**src/rtl/activation_cache.sv**
```systemverilog
// rtl/activation_cache.sv - ring-buffer tap feeder for a 4-tap dilated causal conv1d; optional ACTIVATION_CACHE_PRIMED_EN
module activation_cache #(
    parameter int W        = 16,
    parameter int D        = 4,
    parameter int DILATION = 1
) (
    input  logic           clk,
    input  logic           rst,
    input  logic [D*W-1:0] packed_in,
    input  logic           in_v,
    output logic           in_ready,
    output logic [D*W-1:0] packed_a0,
    output logic [D*W-1:0] packed_a1,
    output logic [D*W-1:0] packed_a2,
    output logic [D*W-1:0] packed_a3,
    output logic           out_v
`ifdef ACTIVATION_CACHE_PRIMED_EN
    ,
    output logic           primed
`endif
);
    localparam int DEPTH = 3 * DILATION + 1;
    localparam int PW    = $clog2(DEPTH);

    typedef enum logic [1:0] {CLEAR, IDLE, READ, OUTPUT} state_e;

    state_e         state_q, state_d;
    logic [PW-1:0]  clr_idx_q, clr_idx_d;
    logic [PW-1:0]  wr_ptr_q, wr_ptr_d;
    logic [PW-1:0]  head_q, head_d;
    logic [1:0]     tap_q, tap_d;

    logic [D*W-1:0] mem [DEPTH];
    logic           mem_we;
    logic [PW-1:0]  mem_waddr;
    logic [D*W-1:0] mem_wdata;

    logic           rd_en;
    logic [PW:0]    rd_off;
    logic [PW:0]    rd_diff;
    logic [PW-1:0]  rd_addr;

    logic [D*W-1:0] a_q [4];

    // State and pointer registers; reset discards history and restarts the zero fill
    always_ff @(posedge clk) begin
        if (rst) begin
            state_q   <= CLEAR;
            clr_idx_q <= '0;
            wr_ptr_q  <= '0;
            head_q    <= '0;
            tap_q     <= '0;
        end else begin
            state_q   <= state_d;
            clr_idx_q <= clr_idx_d;
            wr_ptr_q  <= wr_ptr_d;
            head_q    <= head_d;
            tap_q     <= tap_d;
        end
    end

    // Next-state, handshake outputs and the single memory write port
    always_comb begin
        state_d   = state_q;
        clr_idx_d = clr_idx_q;
        wr_ptr_d  = wr_ptr_q;
        head_d    = head_q;
        tap_d     = tap_q;
        mem_we    = 1'b0;
        mem_waddr = wr_ptr_q;
        mem_wdata = packed_in;
        rd_en     = 1'b0;
        in_ready  = 1'b0;
        out_v     = 1'b0;
        unique case (state_q)
            CLEAR: begin
                mem_we    = 1'b1;
                mem_waddr = clr_idx_q;
                mem_wdata = '0;
                if (clr_idx_q == PW'(DEPTH - 1)) begin
                    clr_idx_d = '0;
                    state_d   = IDLE;
                end else begin
                    clr_idx_d = clr_idx_q + 1'b1;
                end
            end
            IDLE, OUTPUT: begin
                in_ready = 1'b1;
                out_v    = (state_q == OUTPUT);
                if (in_v) begin
                    mem_we   = 1'b1;
                    head_d   = wr_ptr_q;
                    wr_ptr_d = (wr_ptr_q == PW'(DEPTH - 1)) ? '0 : wr_ptr_q + 1'b1;
                    tap_d    = '0;
                    state_d  = READ;
                end
            end
            READ: begin
                rd_en = 1'b1;
                tap_d = tap_q + 1'b1;
                if (tap_q == 2'd3) begin
                    state_d = OUTPUT;
                end
            end
            default: state_d = CLEAR;
        endcase
    end

    // Tap address: head minus tap offset, wrapped by one conditional add instead of a divider
    always_comb begin
        unique case (tap_q)
            2'd0:    rd_off = (PW+1)'(3 * DILATION);
            2'd1:    rd_off = (PW+1)'(2 * DILATION);
            2'd2:    rd_off = (PW+1)'(DILATION);
            default: rd_off = '0;
        endcase
        rd_diff = {1'b0, head_q} - rd_off;
        rd_addr = rd_diff[PW] ? (rd_diff[PW-1:0] + PW'(DEPTH)) : rd_diff[PW-1:0];
    end

    // History storage without reset so it maps onto block RAM; zeroing is done by CLEAR
    always_ff @(posedge clk) begin
        if (mem_we) begin
            mem[mem_waddr] <= mem_wdata;
        end
    end

    // Registered read, one tap per cycle, steered into the matching output register
    always_ff @(posedge clk) begin
        if (rst) begin
            for (int i = 0; i < 4; i++) begin
                a_q[i] <= '0;
            end
        end else if (rd_en) begin
            a_q[tap_q] <= mem[rd_addr];
        end
    end

    assign packed_a0 = a_q[0];
    assign packed_a1 = a_q[1];
    assign packed_a2 = a_q[2];
    assign packed_a3 = a_q[3];

`ifdef ACTIVATION_CACHE_PRIMED_EN
    logic [PW:0] fill_cnt_q;

    // Saturating count of accepted samples; primed once every tap holds a real sample
    always_ff @(posedge clk) begin
        if (rst) begin
            fill_cnt_q <= '0;
        end else if (in_v && in_ready && (fill_cnt_q != (PW+1)'(DEPTH))) begin
            fill_cnt_q <= fill_cnt_q + 1'b1;
        end
    end

    assign primed = (fill_cnt_q == (PW+1)'(DEPTH));
`endif

endmodule

```
**config.mk**
```make
export PLATFORM = sky130hd
export DESIGN_NAME = activation_cache
export DESIGN_NICKNAME = d
export VERILOG_FILES = /design/src/rtl/activation_cache.sv
export SDC_FILE = /design/constraint.sdc
export NUM_CORES = 1
export LEC_CHECK = 0
export BUFFER_PORTS_ARGS = -buffer_cell sky130_fd_sc_hd__buf_2
export CORE_MARGIN = 10
export CORE_UTILIZATION = 60
export DETAILED_ROUTE_END_ITERATION = 10
export PLACE_DENSITY = 0.84
export SYNTH_ARGS = -nofsm -noshare
export SYNTH_HDL_FRONTEND = slang
export SYNTH_SLANG_ARGS = --single-unit
```
**constraint.sdc**
```tcl
create_clock -name clk -period 11.1 [get_ports clk]
set_clock_uncertainty 0.05 [all_clocks]
set_input_delay 1.11 -clock clk [delete_from_list [all_inputs] [get_ports clk]]
set_output_delay 1.11 -clock clk [all_outputs]
set_load 0.01 [all_outputs]
```
; ---- Yosys cells after proc, flatten, opt, wreduce, memory -nomap -nowiden
; Memories as Yosys holds them, arrays and structs flattened.
; Index checks and enable logic that the tools add are counted.
[totals]
output_inout_bits = 258
wordCells = 56
ramBits = 512
memories = 2
ff_bits = 10
in_bits = 67
[memory_table]
columns = name, words, width, rd, rd_ports_with_merged_regs, write_ports, line_no
row1 = a_q, 4, 64, 4, 0, 4, 43  ; logic [D*W-1:0] a_q [4];
row2 = mem, 4, 64, 1, 0, 1, 33  ; logic [D*W-1:0] mem [DEPTH];
[classes]
n_eq_ne = 11
muxes = 26
addsub = 4
n_reduce_logical = 8
[op_table]
columns = op, n
row1 = 64-bit 2-to-1 mux, 2
row2 = 64-bit OR reduction, 1
row3 = 2-bit 2-to-1 mux, 8
row4 = 2-bit equality test (second input constant), 6
row5 = 1-bit 2-to-1 mux, 12
row6 = 2-bit one-hot mux with 3 select lines, 2
row7 = 2-bit by 1-bit adder with 2-bit output (second input constant), 3
row8 = 2-bit != test (second input constant), 3
row9 = 2-bit by 1-bit equality test with 1-bit output (second input constant), 2
row10 = 2-bit zero test, 2
row11 = 2-bit one-hot mux with 2 select lines, 1
row12 = 2-bit AND reduction, 2
row13 = 3-bit AND reduction, 1
row14 = 1-bit one-hot mux with 2 select lines, 1
row15 = 2-bit nonzero test, 1
row16 = 2-bit OR reduction, 1
row17 = 2-bit subtractor, 1

; ---- Logic depth before layout (Yosys ltp)
[depth]
ltp_word = 7
depth_mapped = 9
mapped_depth_nobuf = 8

; ---- Least setup slack after synthesis
; Ideal clock, no wire load.
[synth_timing]
path_kind = register to register
from = reg state_q[0]
to = mem mem[0][0] in the netlist's numbering, enable pin
setup_slack_ns = 4.712
arrival_ns = 5.757
t_required_ns = 10.469
period_less_slack_ns = 6.388
setup_time_ns = 0.581
path_stages_with_launch = 6
path_buffers = 3
cell_sequence = dfxtp_1 > clkbuf_1 > or2_2 > clkbuf_1 > clkbuf_1 > o31ai_1
[synth_via]
elab_chain_cells = 5
elab_cells_between_ends = 8
cone_classes = eq/ne (2) / mux (4) / reduce/logical (2)
[synth_rtl]
columns = element, line_no
row1 = from (decl), 27  ; state_e state_q, state_d;
row2 = from (signal assigned), 54  ; state_q <= state_d;
row3 = 2-bit equality test or 2-bit by 1-bit equality test with 1-bit output (tied branches), 75  ; unique case (state_q)
row4 = 2-bit OR reduction, 75
row5 = 1-bit one-hot mux with 2 select lines, 75
row6 = 1-bit 2-to-1 mux, 123  ; if (mem_we) begin
row7 = 1-bit 2-to-1 mux (not written as such), 124  ; mem[mem_waddr] <= mem_wdata;
row8 = to (decl), 33
; Several ways; a longest one is shown, not always the timed one.

==> summary.md <==
| Metric | Value |
|---|---|
| Status | completed |
| Sequential-to-total area share from yosys stat | 0.782 |
| Most frequent cells after synthesis | edfxtp_1, nor2_1, mux2i_1 |
| Skew-Pair Late Insertion Delay | 550 ps |
| Vias/cell | 5.59 |
| Worst-margin pin slew | 1190 ps |
| Warnings, synthesis | 0 |
| Hold/Removal Path Class | reg2reg |
| Initial DRC count | 838 |
| FP Rows | 66 |
| Hold Crit Endpoint | head_q[0] |
| Reg2Reg Depth | 8 |
| Final net count | 1570 |
| Normalized max-slew margin | 0.207 |
| First-pass GRT wire length | 68600 um |
| VDD IR max | 0.000171 V |
| Ranking of synthesized cells by area | edfxtp_1, mux2i_1, nor2_1 |
| Initial DRT Pass Iterations | 5 |
| DR vias | 11044 |
| CP arrival | 4440 ps |
| Number of CTS-inserted buffers | 49 |
| # resized after CTS | 0 |
| DRC errors left | 0 |
| Detailed Route WL | 46000 um |
| Initial antenna violation count | 3 |
| Layout overhead on the synthesized area | 18.0% |
| I/O pins | 325 |
| Chip Width | 202 um |
| Seq cells post-synth | 522 |
| Comb power frac | 0.180 |
| Final Setup Violations | 0 |
| Post-route minimum period | 4230 ps |
| Synth cell types | 36 |
| FF-to-FF setup slack | 6870 ps |
| CTS clk-pin slew, worst paths | 60 ps |
| Initial core utilization | 0.611 |
| Register area | 0.0156 mm^2 |
| Final worst-path cycle share | 0.381 |
| Startpoint types | flop |
| Die Height | 202 um |
| Worst-path fanout max | 68 |
| H-tree levels | 2 |
| Placed instance count | 1886 |
| F_max | 0.237 GHz |
| Synthesized area | 0.0199 mm^2 |
| Vias in the first global route | 11604 |
| Syn_area_per_cell | 17.1 um^2 |
| Reg-to-Reg End | a_q[0][33] |
| Hold path depth | 2 |
| CTS sink count | 522 |
| Hold path startpoint | head_q[0] |
| Total negative slack | 0 ps |
| Int Pwr | 3.87 mW |
| CTS tree | built |
| R2r startpoint | tap_q[0] |
| Final hold viol count | 0 |
| Fin. max-slew vios | 0 |
| Critical path class | reg2reg |
| Req. time, crit path | 11310 ps |
| Die Area | 0.0409 mm^2 |
| Synth async-reset ratio | 0 |
| P_leak | 8.97 nW |
| Hpwl dp | 27900 um |
| Buffer count from post-CTS setup fixing | 0 |
| Share of total power in sequential cells | 0.520 |
| Deepest clock path buffer count | 3 |
| Grt total ovfl | 0 |
| Core area | 0.0326 mm^2 |
| Root Driver | clkbuf_16 |
| CP endpoint kind | flop |
| Final non-filler cell total | 1976 |
| Cell Pwr Density | 224 mW/mm^2 |
| Maxcap violations | 0 |
| Routed len/inst | 23.3 um |
| GPL Wtd Cong | 0.770 |
| Yosys top cell area share | 0.772 |
| Yosys top cell by area | edfxtp_1 |
| PortBufs | 324 |
| Fillers | 1983 |
| Layout cell share with drive strength beyond 1 | 0.312 |
| Syn nets | 1242 |
| Top-count cell post-synth | edfxtp_1 |
| Post-route ant nets | 0 |
| Sw power | 1.40 mW |
| Clock share of power | 0.300 |
| Area of the multi-input gates | 0.00414 mm^2 |
| Switching Share | 0.266 |
| Post-synth EDFFs | 512 |
| Largest net degree at the start of global routing | 69 |
| RSZ-0062 raised after global routing | false |
| # hold bufs at CTS | 0 |
| Global Route Usage Sum | 0.219 |
| Main flop type after synthesis | edfxtp_1 |
| Synth Instances | 1167 |
## registers in the layout (all words and copies together) (netlist names)
register and cells:
head_q 2, wr_ptr_q 2, state_q 2, mem 256
a_q 256, clr_idx_q 2, tap_q 2
## layer usage
metal,vias up,wire length [um],GRT usage
met1,5494,17000,0.253
met5,-,13,0
met2,524,23700,0.388
met4,2,1270,0.0791
li1,4924,-,-
met3,100,3960,0.0561
## worst max-delay path: stages, from the launching register on
cell and delay, ps:
dfxtp_1 510, inv_1 140, ha_1 210, or2_2 320
ha_4 990, buf_4 1030, mux2i_1 350, mux2_4 220
nor2_1 60
## power by group through the flow
stage | Combinational (mW) | Sequential, mW | Clock, mW
floorplan | 0.618 | 2.81 | 0
global placement | 0.931 | 2.75 | 0
CTS | 0.968 | 2.74 | 1.60
global route | 1.03 | 2.77 | 1.68
detailed placement | 0.961 | 2.78 | 0
finish | 0.951 | 2.74 | 1.58
## cell type report
cell class              instances  area share
diodes                          2    0.000213
clock buffers                  60      0.0539
clock inverters                28     0.00995
inverters                       4    0.000639
multi-input cells             581       0.176
flip-flops and latches        522       0.663
well taps                     442      0.0235
repair buffers                337      0.0731
## per-stage QoR
stage	hold slack [ps]	worst slack [ps]	power, mW	utilization	instance area (um^2)
2_1_floorplan	386	4710	3.43	-	19900
3_3_place_gp	401	7090	3.68	0.675	22000
3_5_place_dp	400	6860	3.74	0.675	22000
4_1_cts	439	6840	5.31	0.721	23500
5_1_grt	450	6650	5.47	0.721	23500
6_report	444	6870	5.27	0.721	23500
## worst max-delay path by stage
stage / start / to / slack [ps] / depth (start not counted)
2_1_floorplan: state_q[0] / mem[0][0] / 4710 / 5
3_3_place_gp: tap_q[1] / a_q[2][2] / 7090 / 8
3_5_place_dp: tap_q[0] / a_q[2][34] / 6860 / 8
4_1_cts: tap_q[0] / a_q[2][34] / 6840 / 8
5_1_grt: tap_q[0] / a_q[0][33] / 6650 / 8
6_report: tap_q[0] / a_q[0][33] / 6870 / 8
## cell usage in the layout (no fill, tap or decap), types with 2 or more instances in the layout
cell / count
inv_1: 4
buf_2: 324
a21oi_1: 8
mux2_2: 4
edfxtp_1: 512
clkbuf_16: 49
clkinv_2: 4
nor3_1: 4
dfxtp_1: 10
inv_6: 2
and2_1: 66
nand2_1: 10
or2_2: 2
nor2_1: 266
clkbuf_1: 11
ha_1: 7
mux2i_1: 129
mux2_4: 60
buf_4: 13
bufinv_16: 4
diode_2: 2
clkinv_1: 16
nand3_1: 3
## logic make-up after synthesis
family,count (synthesis),share of synthesized area
compound gates,17,0.00547
xor+xnor,3,0.00264
fa+ha+maj,8,0.00503
buf+inv,64,0.0148
flops,522,0.782
mux,193,0.112
simple gates,360,0.0777
Power figures use the tool's default switching activity.
